==> config.mk <==
export PLATFORM = sky130hd
export DESIGN_NAME = alu_ctrl
export DESIGN_NICKNAME = d
export VERILOG_FILES = /design/src/rtl/alu_ctrl.sv
export SDC_FILE = /design/constraint.sdc
export NUM_CORES = 1
export LEC_CHECK = 0
export BUFFER_PORTS_ARGS = -buffer_cell sky130_fd_sc_hd__buf_4
export CAP_MARGIN = 40
export CORE_UTILIZATION = 55
export CTS_BUF_LIST = sky130_fd_sc_hd__clkbuf_4
export DETAILED_ROUTE_END_ITERATION = 7
export GPL_TIMING_DRIVEN = 0
export PLACE_DENSITY = 0.74
export SYNTH_ARGS = -nofsm -noshare
export SYNTH_HDL_FRONTEND = slang
export SYNTH_SLANG_ARGS = --single-unit
==> constraint.sdc <==
create_clock -name clk -period 4.3 [get_ports clk]
set_input_delay 0.645 -clock clk [delete_from_list [all_inputs] [get_ports clk]]
set_output_delay 0.645 -clock clk [all_outputs]
set_load 0.02 [all_outputs]
==> src/rtl/alu_ctrl.sv <==
// ---------------------------------------------------------------------------------------------
// alu_ctrl: instruction sequencer in front of an external combinational ALU.
//
// Each instruction passes through four states: IDLE -> READ -> EXEC -> WB.
// READ fetches the operands from a 16 x 16 register file into the registered alu_* outputs.
// EXEC samples the ALU result and flags. WB writes the result back.
// The block accepts one instruction every four cycles.
// wb_valid, wb_addr and wb_data are registered on the edge that leaves WB.
// With acceptance at edge N, wb_valid is therefore high in the cycle after edge N+3,
// which is the same cycle the next instruction can be accepted.
//
// Instruction format: [15:12] op, [11:8] rd, [7:4] rs, [3:0] rt / shift amount.
// Ops 0..7 are legal; ops 8..15 are illegal.
//
// Configuration macro: ALU_CTRL_ILLEGAL_TRAP_EN
//   undefined : an illegal op pulses err for one cycle (in WB) and returns to IDLE.
//   defined   : an illegal op raises err and parks the FSM in HALT until rst.
//               While in HALT, instr_ready stays low and ld_valid is still honoured.
//
// Ports:
//   clk, rst                 clock, synchronous active-high reset
//   instr_valid, instr       instruction offer (held by the offerer until accepted)
//   instr_ready              high only in IDLE
//   ld_valid/addr/data       direct register-file load, any state; loses to a WB write
//   alu_opcode/src1/src2/shamt  registered ALU operands, stable from READ to next READ
//   alu_td, alu_psw          ALU result and flags {zero, overflow, sign}
//   wb_valid/addr/data       one-cycle write-back report
//   psw_q                    flags of the last completed legal instruction
//   err                      illegal-opcode indication
// ---------------------------------------------------------------------------------------------

module alu_ctrl (
    input  logic        clk,
    input  logic        rst,
    input  logic        instr_valid,
    input  logic [15:0] instr,
    output logic        instr_ready,
    input  logic        ld_valid,
    input  logic [3:0]  ld_addr,
    input  logic [15:0] ld_data,
    output logic [3:0]  alu_opcode,
    output logic [15:0] alu_src1,
    output logic [15:0] alu_src2,
    output logic [3:0]  alu_shamt,
    input  logic [15:0] alu_td,
    input  logic [2:0]  alu_psw,
    output logic        wb_valid,
    output logic [3:0]  wb_addr,
    output logic [15:0] wb_data,
    output logic [2:0]  psw_q,
    output logic        err
);

    typedef enum logic [2:0] {
        StIdle,
        StRead,
        StExec,
`ifdef ALU_CTRL_ILLEGAL_TRAP_EN
        StWb,
        StHalt
`else
        StWb
`endif
    } state_e;

    state_e      state_q;
    logic [15:0] instr_q;
    logic [15:0] result_q;
    logic [2:0]  flags_q;
    logic [15:0] rf [16];

    logic [3:0] op_f;
    logic [3:0] rd_f;
    logic [3:0] rs_f;
    logic [3:0] rt_f;
    logic       illegal_f;

    assign op_f      = instr_q[15:12];
    assign rd_f      = instr_q[11:8];
    assign rs_f      = instr_q[7:4];
    assign rt_f      = instr_q[3:0];
    // Opcodes 1xxx are outside the ALU's legal range.
    assign illegal_f = op_f[3];

    always_ff @(posedge clk) begin
        if (rst) begin
            state_q     <= StIdle;
            instr_q     <= '0;
            result_q    <= '0;
            flags_q     <= '0;
            instr_ready <= 1'b1;
            alu_opcode  <= '0;
            alu_src1    <= '0;
            alu_src2    <= '0;
            alu_shamt   <= '0;
            wb_valid    <= 1'b0;
            wb_addr     <= '0;
            wb_data     <= '0;
            psw_q       <= '0;
            err         <= 1'b0;
            for (int i = 0; i < 16; i++) begin
                rf[i] <= '0;
            end
        end else begin
            wb_valid <= 1'b0;

            // Direct load comes first so a same-cycle WB write to the same register overrides it.
            // Register 0 is never written, so it always reads as zero.
            if (ld_valid && (ld_addr != 4'd0)) begin
                rf[ld_addr] <= ld_data;
            end

            case (state_q)
                StIdle: begin
                    if (instr_valid && instr_ready) begin
                        instr_q     <= instr;
                        instr_ready <= 1'b0;
                        state_q     <= StRead;
                    end
                end

                StRead: begin
                    alu_opcode <= op_f;
                    alu_src1   <= rf[rs_f];
                    alu_src2   <= rf[rt_f];
                    alu_shamt  <= rt_f;
                    state_q    <= StExec;
                end

                StExec: begin
                    result_q <= alu_td;
                    flags_q  <= alu_psw;
                    // err is high for the whole WB cycle of an illegal instruction.
                    err      <= illegal_f;
                    state_q  <= StWb;
                end

                StWb: begin
                    if (!illegal_f) begin
                        if (rd_f != 4'd0) begin
                            rf[rd_f] <= result_q;
                        end
                        wb_valid <= 1'b1;
                        wb_addr  <= rd_f;
                        wb_data  <= result_q;
                        psw_q    <= flags_q;
                    end
`ifdef ALU_CTRL_ILLEGAL_TRAP_EN
                    if (illegal_f) begin
                        // err stays high and instr_ready stays low until rst.
                        state_q <= StHalt;
                    end else begin
                        err         <= 1'b0;
                        instr_ready <= 1'b1;
                        state_q     <= StIdle;
                    end
`else
                    err         <= 1'b0;
                    instr_ready <= 1'b1;
                    state_q     <= StIdle;
`endif
                end

`ifdef ALU_CTRL_ILLEGAL_TRAP_EN
                StHalt: begin
                    err         <= 1'b1;
                    instr_ready <= 1'b0;
                    state_q     <= StHalt;
                end
`endif

                default: begin
                    err         <= 1'b0;
                    instr_ready <= 1'b1;
                    state_q     <= StIdle;
                end
            endcase
        end
    end

endmodule

==> qor.yml <==
status:
  status: "completed"
synth:
  syn_inst: 1610
  netlist_area_um2: 18600
  synthDistinctLibCells: 37
  synth-seq-cells: 359
  synth_warnings: 0
  synth_enable_flop_cells: 256
  async_flop_share_pct: 0
  seq_area_frac_synth_pct: 52.5
  synthFlopType: "edfxtp_1"
  syn_avg_cell_area_um2: 11.5
worst_setup_path:
  cp.required_ps: 4720
  cp_cell_sequence: "ha_1, or3b_1, buf_6, nor4_4, or3_1"
  end_kind: "flip-flop"
  cp_max_fo: 16
  cp-start-kind: "flip-flop"
  slowest_delay_ps: 750
  worstSetupPathType: "reg2reg"
  r2r-start: "state_q[1]$_SDFFE_PP0N_"
  crit_path_top_delay_cell: "or3_1"
  startpoint: "state_q[1]$_SDFFE_PP0N_"
  arrival_ps: 3500
placed_design:
  dp_cells: 2196
  hpwl_um: 48600
  io_buffers: 124
  place.gp.congestion: 0.967
sta:
  final.period_utilization_pct: 71.8
  hold_viol: 0
  relSlewSlack_pct: 34.2
  setup_viol_count_final: 0
  grt_setup_unrepaired: "no"
  skew_ps: 64.6
  clock.fmax_ghz: 0.324
  slew_violations: 0
  min_period_ps: 3090
  worst_slew_pin_slew_ps: 982
  finalSetupTns_ps: 0
cells_and_area:
  n_fill_cell: 2691
  multi_input_area_um2: 8100
  final_cells: 2376
  seq_area_um2: 9750
  utilization_pct: 65.3
  layout.nets: 1915
  drive_gt1_share_pct: 18.5
  area_delta_synth_final_pct: 15.6
clocking:
  cts_tree: "built"
  clk_latency_ps: 840
  postCtsSetupBuffers: 0
  root_buffer: "clkbuf_4"
  clk_pin_slew_worst_paths_ps: 70
  clock-sinks: 359
  h-tree-depth: 3
  holdBufCountCts: 0
  numCtsBuffers: 96
  clockBufferDepth: 3
  post_cts_resized: 0
global_route:
  grt-ovfl-total: 0
  antenna_found_initial: 2
  first_global_vias: 15500
  grt_pass1_wl_um: 94100
  grt_usage_pct: 37.8
  grt_start_max_net_pins: 17
detailed_routing:
  wl_per_cell_um: 27.1
  dr_total_vias: 15500
  viasPerCell: 6.53
  ant_nets: 0
  drt_iter0_drc: 1883
  drcViolationCount: 0
  dr.pass1.iters: 6
  wirelength_um: 64300
die:
  rows: 66
  dieArea_um2: 34500
  die_width_um: 186
  io_pins: 125
  coreArea_um2: 32900
  start_util_pct: 56.5
  die_y_um: 186
hold_path:
  min_path_type: "in2reg"
  hp-start: "alu_td[13]"
power:
  power.density_nw_per_um2: 444
  p_leak_uw: 0.00764
  vdd_drop_max_mv: 0.278
flow_run:
  maxCapViolCount: 0
-- worst paths after layout --
kind | to | depth (start not counted) | slack (ps)
min | result_q[13]$_SDFFE_PP0P_ | 3 | 80
max | rf[4][9]$_DFFE_PP_ | 5 | 1210
min reg2reg | alu_src2[13]$_SDFFE_PP0P_ | 2 | 450
max reg2reg | rf[4][9]$_DFFE_PP_ | 5 | 1210
-- routing by layer --
metal	track usage [%]	part of all wire [%]	vias to the layer above
li1	-	-	6718
met4	17.8	4.3	2
met2	58.9	44	1132
met5	0	0.020	-
met1	48.0	38	7456
met3	11.7	13	205
-- synthesized netlist by cell type (13+ instances only) --
master	n	share of area [%]
a22oi_1	96	3.9
clkbuf_1	118	2.4
nor2_1	48	0.97
nand3_1	99	2.7
edfxtp_1	256	41
a22o_1	240	11
dfxtp_1	103	11
nand2_1	148	3.0
buf_2	41	1.1
mux2i_1	283	15
a21oi_1	74	2.0
or3_1	14	0.47
nor3_2	14	0.75
buf_1	13	0.26
-- power breakdown --
part	total, µW	internal (µW)	switching [µW]
Clock	3200	1670	1540
Combinational	2170	719	1450
Sequential	4150	3980	169
Total	9520	6370	3160
-- cell usage in the layout (no fill, tap or decap), types with 2 or more instances in the layout --
| master | count |
|---|---|
| conb_1 | 16 |
| nand2_1 | 148 |
| mux2i_1 | 283 |
| clkbuf_1 | 118 |
| nor3_2 | 14 |
| a22o_1 | 240 |
| and2_1 | 2 |
| a21oi_1 | 74 |
| buf_4 | 127 |
| buf_8 | 4 |
| edfxtp_1 | 256 |
| clkinv_2 | 7 |
| dfxtp_1 | 103 |
| nand2b_1 | 9 |
| a22oi_1 | 96 |
| clkinvlp_4 | 4 |
| nor3_4 | 4 |
| nor2b_1 | 8 |
| buf_2 | 41 |
| buf_6 | 5 |
| bufinv_16 | 3 |
| clkbuf_4 | 138 |
| diode_2 | 2 |
| nor2_1 | 48 |
| inv_1 | 3 |
| ha_1 | 4 |
| nand3b_1 | 3 |
| buf_1 | 13 |
| nor3_1 | 3 |
| or3_1 | 14 |
| clkinv_1 | 26 |
| nand3_1 | 99 |
| nor4_4 | 8 |
-- cell type report --
type	instances	area share, %
diodes	2	0.0233
inverters	3	0.0524
plain buffers	179	3.56
well taps	442	2.58
flip-flops and latches	359	45.4
clock buffers	138	4.82
repair buffers	129	4.67
multi-input cells	1084	37.7
clock inverters	40	1.18
-- state kept, by name, summed over array words and instances (netlist names), 3 cells and up --
register,count
rf,256
alu_src1,16
alu_src2,16
instr_q,16
result_q,16
wb_data,16
alu_opcode,4
alu_shamt,4
wb_addr,4
flags_q,3
psw_q,3
-- critical path, delay by kind of cell (launching register included) --
| kind | cells | cell delay [ps] |
|---|---|---|
| buffers and inverters | 1 | 170 |
| adders and majority gates | 1 | 270 |
| DFF | 1 | 380 |
| and+or+nand+nor | 3 | 1870 |
-- cells by family after synthesis --
family                   count (synthesis)  share of synthesized area, %
AO/OA/AOI/OAI                          414                          17.4
adder cells (fa/ha/maj)                  4                         0.270
buffers and inverters                  182                          4.18
flip-flops                             359                          52.5
multiplexers                           283                          15.3
other                                    1                        0.0202
AND/OR/NAND/NOR                        367                          10.4
-- metrics by stage --
stage          hold slack [ps]  setup WS [ps]  total power (µW)  instance area, µm²
5_1_grt                   45.7           1140              9820               21500
4_1_cts                   33.4           1240              9460               21500
6_report                  77.4           1210              9520               21500
2_1_floorplan              431           1840              5490               18600
3_5_place_dp               442           1150              6320               20200
3_3_place_gp               440           1170              6260               20100
(Power assumes the default switching activity.)
